### src/rtl/ex_trap_ctrl.sv
// External-trap request controller: synchronise, latch, prioritise, handshake.
// Optional request timeout is enabled with `define EX_TRAP_TIMEOUT_EN.
module ex_trap_ctrl #(
  parameter int SRC_NUM     = 8,
  parameter int ID_W        = 3,
  parameter int SYNC_STAGES = 2,
  parameter int TIMEOUT     = 1024
) (
  input  logic               clk,
  input  logic               rst_n,
  input  logic [SRC_NUM-1:0] irq_src,
  input  logic [SRC_NUM-1:0] irq_edge,
  input  logic [SRC_NUM-1:0] irq_en,
  output logic               core_ex_trap_valid,
  input  logic               core_ex_trap_ready,
  output logic [ID_W-1:0]    trap_id,
  output logic [SRC_NUM-1:0] pending,
  output logic               timeout_err
);

  if (SRC_NUM < 1 || SRC_NUM > 32 ||
      (2 ** ID_W) < SRC_NUM ||
      SYNC_STAGES < 2 || TIMEOUT < 2) begin : g_param_err
    $error("ex_trap_ctrl: illegal parameters");
  end

  typedef enum logic {
    IDLE,
    REQ
  } state_t;

  state_t state;

  logic [SYNC_STAGES-1:0][SRC_NUM-1:0] sync_q;
  logic [SRC_NUM-1:0] s;
  logic [SRC_NUM-1:0] d;
  logic [SRC_NUM-1:0] rise;
  logic [SRC_NUM-1:0] set_v;
  logic [SRC_NUM-1:0] fly;
  logic [SRC_NUM-1:0] done;
  logic [SRC_NUM-1:0] clr_v;
  logic [SRC_NUM-1:0] pend_nx;
  logic [ID_W-1:0]    first_id;

  function automatic logic [ID_W-1:0] lowest(
    input logic [SRC_NUM-1:0] v
  );
    lowest = '0;
    for (int i = SRC_NUM - 1; i >= 0; i--)
      if (v[i]) lowest = ID_W'(i);
  endfunction

  assign s     = sync_q[SYNC_STAGES-1];
  assign rise  = s & ~d;
  assign set_v = irq_en &
                 ((irq_edge & rise) | (~irq_edge & s));

  // The in-flight source is shielded from the disable-clear.
  assign fly   = (state == REQ) ?
                 (SRC_NUM'(1) << trap_id) : '0;
  assign done  = core_ex_trap_ready ? fly : '0;
  assign clr_v = done | (~irq_en & ~fly);

  // Set wins over clear so a coincident edge is kept.
  assign pend_nx  = set_v | (pending & ~clr_v);
  assign first_id = lowest(pending);

  always_ff @(posedge clk) begin
    if (!rst_n) begin
      sync_q <= '0;
      d      <= '0;
    end else begin
      sync_q <= {sync_q[SYNC_STAGES-2:0], irq_src};
      d      <= s;
    end
  end

`ifdef EX_TRAP_TIMEOUT_EN
  localparam int CNT_W = $clog2(TIMEOUT);
  logic [CNT_W-1:0] to_cnt;
`else
  assign timeout_err = 1'b0;
`endif

  always_ff @(posedge clk) begin
    if (!rst_n) begin
      state              <= IDLE;
      core_ex_trap_valid <= 1'b0;
      trap_id            <= '0;
      pending            <= '0;
`ifdef EX_TRAP_TIMEOUT_EN
      to_cnt             <= '0;
      timeout_err        <= 1'b0;
`endif
    end else begin
      pending <= pend_nx;
`ifdef EX_TRAP_TIMEOUT_EN
      timeout_err <= 1'b0;
`endif
      unique case (state)
        IDLE: begin
          if (|pending) begin
            trap_id            <= first_id;
            core_ex_trap_valid <= 1'b1;
            state              <= REQ;
`ifdef EX_TRAP_TIMEOUT_EN
            to_cnt             <= '0;
`endif
          end
        end
        REQ: begin
          if (core_ex_trap_ready) begin
            core_ex_trap_valid <= 1'b0;
            state              <= IDLE;
          end
`ifdef EX_TRAP_TIMEOUT_EN
          else if (to_cnt == CNT_W'(TIMEOUT - 1)) begin
            core_ex_trap_valid <= 1'b0;
            state              <= IDLE;
            timeout_err        <= 1'b1;
          end else begin
            to_cnt <= to_cnt + 1'b1;
          end
`endif
        end
        default: state <= IDLE;
      endcase
    end
  end

endmodule
### config.mk
export PLATFORM = sky130hd
export DESIGN_NAME = ex_trap_ctrl
export DESIGN_NICKNAME = d
export VERILOG_FILES = /design/src/rtl/ex_trap_ctrl.sv
export SDC_FILE = /design/constraint.sdc
export NUM_CORES = 1
export LEC_CHECK = 0
export ABC_AREA = 1
export BUFFER_PORTS_ARGS = -buffer_cell sky130_fd_sc_hd__buf_4
export CORE_ASPECT_RATIO = 0.9
export CORE_UTILIZATION = 35
export DETAILED_ROUTE_END_ITERATION = 6
export GPL_ROUTABILITY_DRIVEN = 0
export REMOVE_ABC_BUFFERS = 1
export SETUP_SLACK_MARGIN = 0.15
export SLEW_MARGIN = 20
export SYNTH_ARGS = -nofsm -noshare
export SYNTH_HDL_FRONTEND = slang
export SYNTH_SLANG_ARGS = --single-unit
### constraint.sdc
create_clock -name clk -period 1 [get_ports clk]
set_input_delay 0.05 -clock clk [delete_from_list [all_inputs] [get_ports clk]]
set_output_delay 0.05 -clock clk [all_outputs]
set_load 0.03 [all_outputs]
Yosys cells after proc, flatten, opt, wreduce, memory -nomap -nowiden --
Index checks and enable logic that the tools add are counted.
Operators by class: equality and inequality tests 2, shift-type cells 1, muxes and demuxes 16, bitwise operators 15, reduce and logical (&&, ||, !) cells 3
Operators with widths (number):
- AND 8 bit | 6
- NOT 8 bit | 5
- two-way mux 3 bit | 8
- bitwise OR 8 bit | 3
- two-way mux 8 bit | 2
- OR reduction 8 bit | 1
- << shifter 1 x 3 -> 8 bit, first input constant | 1
- two-way mux 1 bit | 4
- inequality test 2 bit, second input constant | 2
- case mux 1 bit (2 select lines) | 2
- AND reduction 2 bit | 2
- NOT 1 bit | 1
Word-level totals: register bits after elaboration 37, input bits 27, output and inout bits 13, logic and storage cells 44

Logic depth before layout (Yosys ltp) --
depth in word-level cells 8, gate-level depth with buffers 9, gate-level depth less buffers 9

Worst setup path before layout --
OpenSTA, ideal clock, no wires.
path kind register to register, from reg pending[3], to reg trap_id[1], setup time 0.115 ns, data arrival time 1.032 ns, required time 0.885 ns, slack -0.147 ns, cell stages (with the launch flop) 7, path buffers 0, period minus slack after synthesis 1.147 ns, path through dfxtp_1 nor2_4 nand3_4 o21ai_4 inv_2 o21ai_2 nor2_1
On the way: longest elaborated chain between the ends 4, elaborated cells on any way between the ends 6, classes of those cells mux: 4; reduce/logical: 2
Ends and longest elaborated chain:
- start, declared | line 17 | output logic [SRC_NUM-1:0] pending,
- start signal, assigned | line 96 | pending <= pend_nx;
- two-way mux 3 bit (4 in series) | line 50 | if (v[i]) lowest = ID_W'(i);
- end signal, assigned | line 103 | trap_id <= first_id;
- end, declared | line 16 | output logic [ID_W-1:0] trap_id,
Parallel ways exist; a longest one is shown, timed or not. A chain may end at the register's enable or synchronous reset.

Worst setup path after layout --
from reg pending[6], to reg trap_id[1]
On the way: longest elaborated chain between the ends 7, elaborated cells on any way between the ends 9, classes of those cells mux: 7; reduce/logical: 2
Ends and longest elaborated chain (line):
- two-way mux 3 bit (7 in series) | 50
Parallel ways exist; a longest one is shown, timed or not.

==> results.toml <==
[floorplanning]
design.core.area_um2 = 3840
fp.dieArea_um2 = 4380
chipHeight_um = 62.9
fp-row-count = 21
die_w_um = 69.6
floorplan.initialDensity_pct = 37.6
design.portCount = 40

[yosys]
synth_seq_cells = 37
number_of_distinct_library_cells_after_synthesis = 20
ys_seq_area_share_pct = 51.4
synth.cell_area_um2 = 1440
syn_inst = 190
synthesized_area_divided_by_synthesized_cell_count_um2 = 7.59
synth.yosys.warnings = 0

[detailed_routing]
first_pass_iters = 4
drt-total-wl_um = 3500
drc = 0
drt_first_iter_violations = 62
remaining_number_of_nets_flagged_by_the_antenna_check_after_routing = 0
total_number_of_vias = 1371
avgViaCountPerCell = 4.42
wire_per_inst_um = 11.3

[global_route]
grt_pass1_wl_um = 5700
maximum_number_of_pins_on_one_net_before_global_route_repair = 34
first_global_vias = 1292
grtUsageTotal_pct = 16.5
initial_antenna_violation_count = 0
globalRouteOverflowTotal = 0

[timing]
layout_worst_path_cycle_share_pct = 106
rsz0062_at_grt = "yes"
setup_violations = 4
hold_violations = 0
clock_skew_ns = 0.00498
clock.fmax_ghz = 0.940
maxSlewViolCount = 0
fin_setup_tns_ns = -0.116
finalWorstSetupSlack_ns = -0.0640
final_period_minus_worst_setup_slack_ns = 1.06

[hold_path]
timing.hold.worst.class = "in2reg"
min-delay-start = "irq_en[3]"
worstHoldPathCells = 3
hold_path_end = "pending[3]"

[clocking]
clk_path_buf_depth = 2
cts_root_buf = "sky130_fd_sc_hd__clkbuf_8"
cts.sinks = 37
tritoncts = "built"
cts.reportedPaths.clkPinSlew_ns = 0.08
cts_htree_levels = 2
tritoncts.num_buffers = 5
latest_clock_arrival_within_the_worst_skew_pair_ns = 0.29

[critical_path]
critical_path_peak_fanout = 4
worst_setup_path_end_kind = "flop"
reg2reg_capture_point = "trap_id[1]"
worst-r2r-setup-slack_ns = -0.06
cp_data_required_time_ns = 1.18
worst_r2r_startpoint = "pending[6]"
critPathArrivalTime_ns = 1.25
timing.reg2reg.worst_path_depth = 6
setup.worst_path.start_class = "flop"
worstSetupPathType = "reg2reg"

[finish]
n_antenna_cell = 0
final_cell_area_um2 = 2380
fin_nets = 290
area_growth_syn_to_layout_pct = 64.9
fraction_of_layout_instances_using_a_drive_strength_above_1_pct = 43.9

[placement]
numPortBuffers = 38
dp.final_hpwl_um = 2090
placedInstanceArea_um2 = 1870

[job]
drv.max_cap_violation_count = 0

[status]
violations = "setup timing"
result_of_the_run = "finished, violations left"

[power]
p_per_area_nw_per_um2 = 1600
ir_drop_uv = 987
total_leakage_power_nw = 1.19
-- state kept, by name, summed over array words and instances, names as in the netlist --
name	flops
state	1
sync_q	8
core_ex_trap_valid	1
s	8
d	8
pending	8
trap_id	3
-- timing repair --
item	CTS	global route
hold endpoints to repair	10	0
hold buffers	10	0
pin swaps	13	10
endpoints found under the setup margin	24	25
resized for setup	46	23
buffers inserted	6	2
-- synthesized netlist by cell type (all sizes together) --
cell	number	share of area (%)
inv	37	9.6
buf	5	2.3
nor2	12	4.3
nand3	25	9.5
nand2	48	13
clkbuf	1	0.26
conb	1	0.26
o21ai	11	4.9
a21oi	13	4.8
dfxtp	37	51
-- how the worst max path moves through the flow --
stage                          start         end  slack (ns)  cells after the start
after global placement    trap_id[0]  pending[1]       -0.06                      5
final                     pending[6]  trap_id[1]       -0.06                      6
after floorplan           pending[3]  trap_id[1]       -0.15                      6
after CTS                 pending[2]  trap_id[1]       -0.06                      6
after detailed placement  trap_id[0]  pending[1]       -0.12                      5
after global routing      pending[4]  trap_id[1]       -0.12                      6
-- cell families after synthesis --
kind of cell	Yosys count	share of synthesized area (%)
compound gates	24	9.64
buf+inv	43	12.2
flops	37	51.4
other cells	1	0.260
simple gates	85	26.6
-- cell type report --
| cell class | instances | area [µm²] |
|---|---|---|
| fill | 344 | 1460 |
| sequential | 37 | 766 |
| timing repair buffer | 72 | 637 |
| multi-input combinational | 110 | 633 |
| inverter | 37 | 146 |
| clock buffer | 5 | 68.8 |
| clock inverter | 3 | 68.8 |
| tap | 46 | 57.6 |
-- critical path, cell delays in order (launching register included) --
cell	delay [ns]
sky130_fd_sc_hd__dfxtp_2	0.35
sky130_fd_sc_hd__nor2_2	0.13
sky130_fd_sc_hd__nand2_2	0.08
sky130_fd_sc_hd__o21ai_4	0.17
sky130_fd_sc_hd__inv_2	0.08
sky130_fd_sc_hd__o21ai_2	0.11
sky130_fd_sc_hd__nor2_1	0.04
-- through the flow --
step / setup slack (ns) / std cells / hold slack, ns / power (W) / util (%)
floorplan: -0.147 / 184 / 0.143 / 0.00187 / -
detailed placement: -0.124 / 284 / 0.234 / 0.00212 / 48.7
CTS: -0.0597 / 308 / 0.00722 / 0.00380 / 59.4
global route: -0.122 / 310 / 0.00391 / 0.00397 / 62.0
global placement: -0.0581 / 284 / 0.227 / 0.00212 / 48.7
finish: -0.0640 / 310 / 0.00786 / 0.00380 / 62.0
-- power breakdown --
part,internal [W],total (W),leakage [nW],switching [W]
logic,0.000307,0.000635,0.816,0.000327
clock network,0.00100,0.00156,0.0687,0.000560
registers,0.00154,0.00160,0.310,0.0000592
total,0.00286,0.00380,1.19,0.000947
-- per-layer routing --
metal  routed length, µm  GRT usage, %  up-vias
li1                    -             -      724
met1                1550          20.1      612
met2                1770          27.8       30
met3                 134          4.19        5
met4                  40          6.75        0
met5                   0             0        -
-- cells in the final DEF (no fill, tap or decap), types with 8 or more instances in the layout --
| cell type | instances |
|---|---|
| sky130_fd_sc_hd__a21oi_1 | 12 |
| sky130_fd_sc_hd__buf_4 | 43 |
| sky130_fd_sc_hd__buf_6 | 19 |
| sky130_fd_sc_hd__dfxtp_1 | 25 |
| sky130_fd_sc_hd__dfxtp_2 | 8 |
| sky130_fd_sc_hd__dlygate4sd3_1 | 10 |
| sky130_fd_sc_hd__inv_1 | 32 |
| sky130_fd_sc_hd__nand2_1 | 46 |
| sky130_fd_sc_hd__nand3_1 | 11 |
| sky130_fd_sc_hd__nand3_2 | 13 |
(Power assumes the default switching activity.)
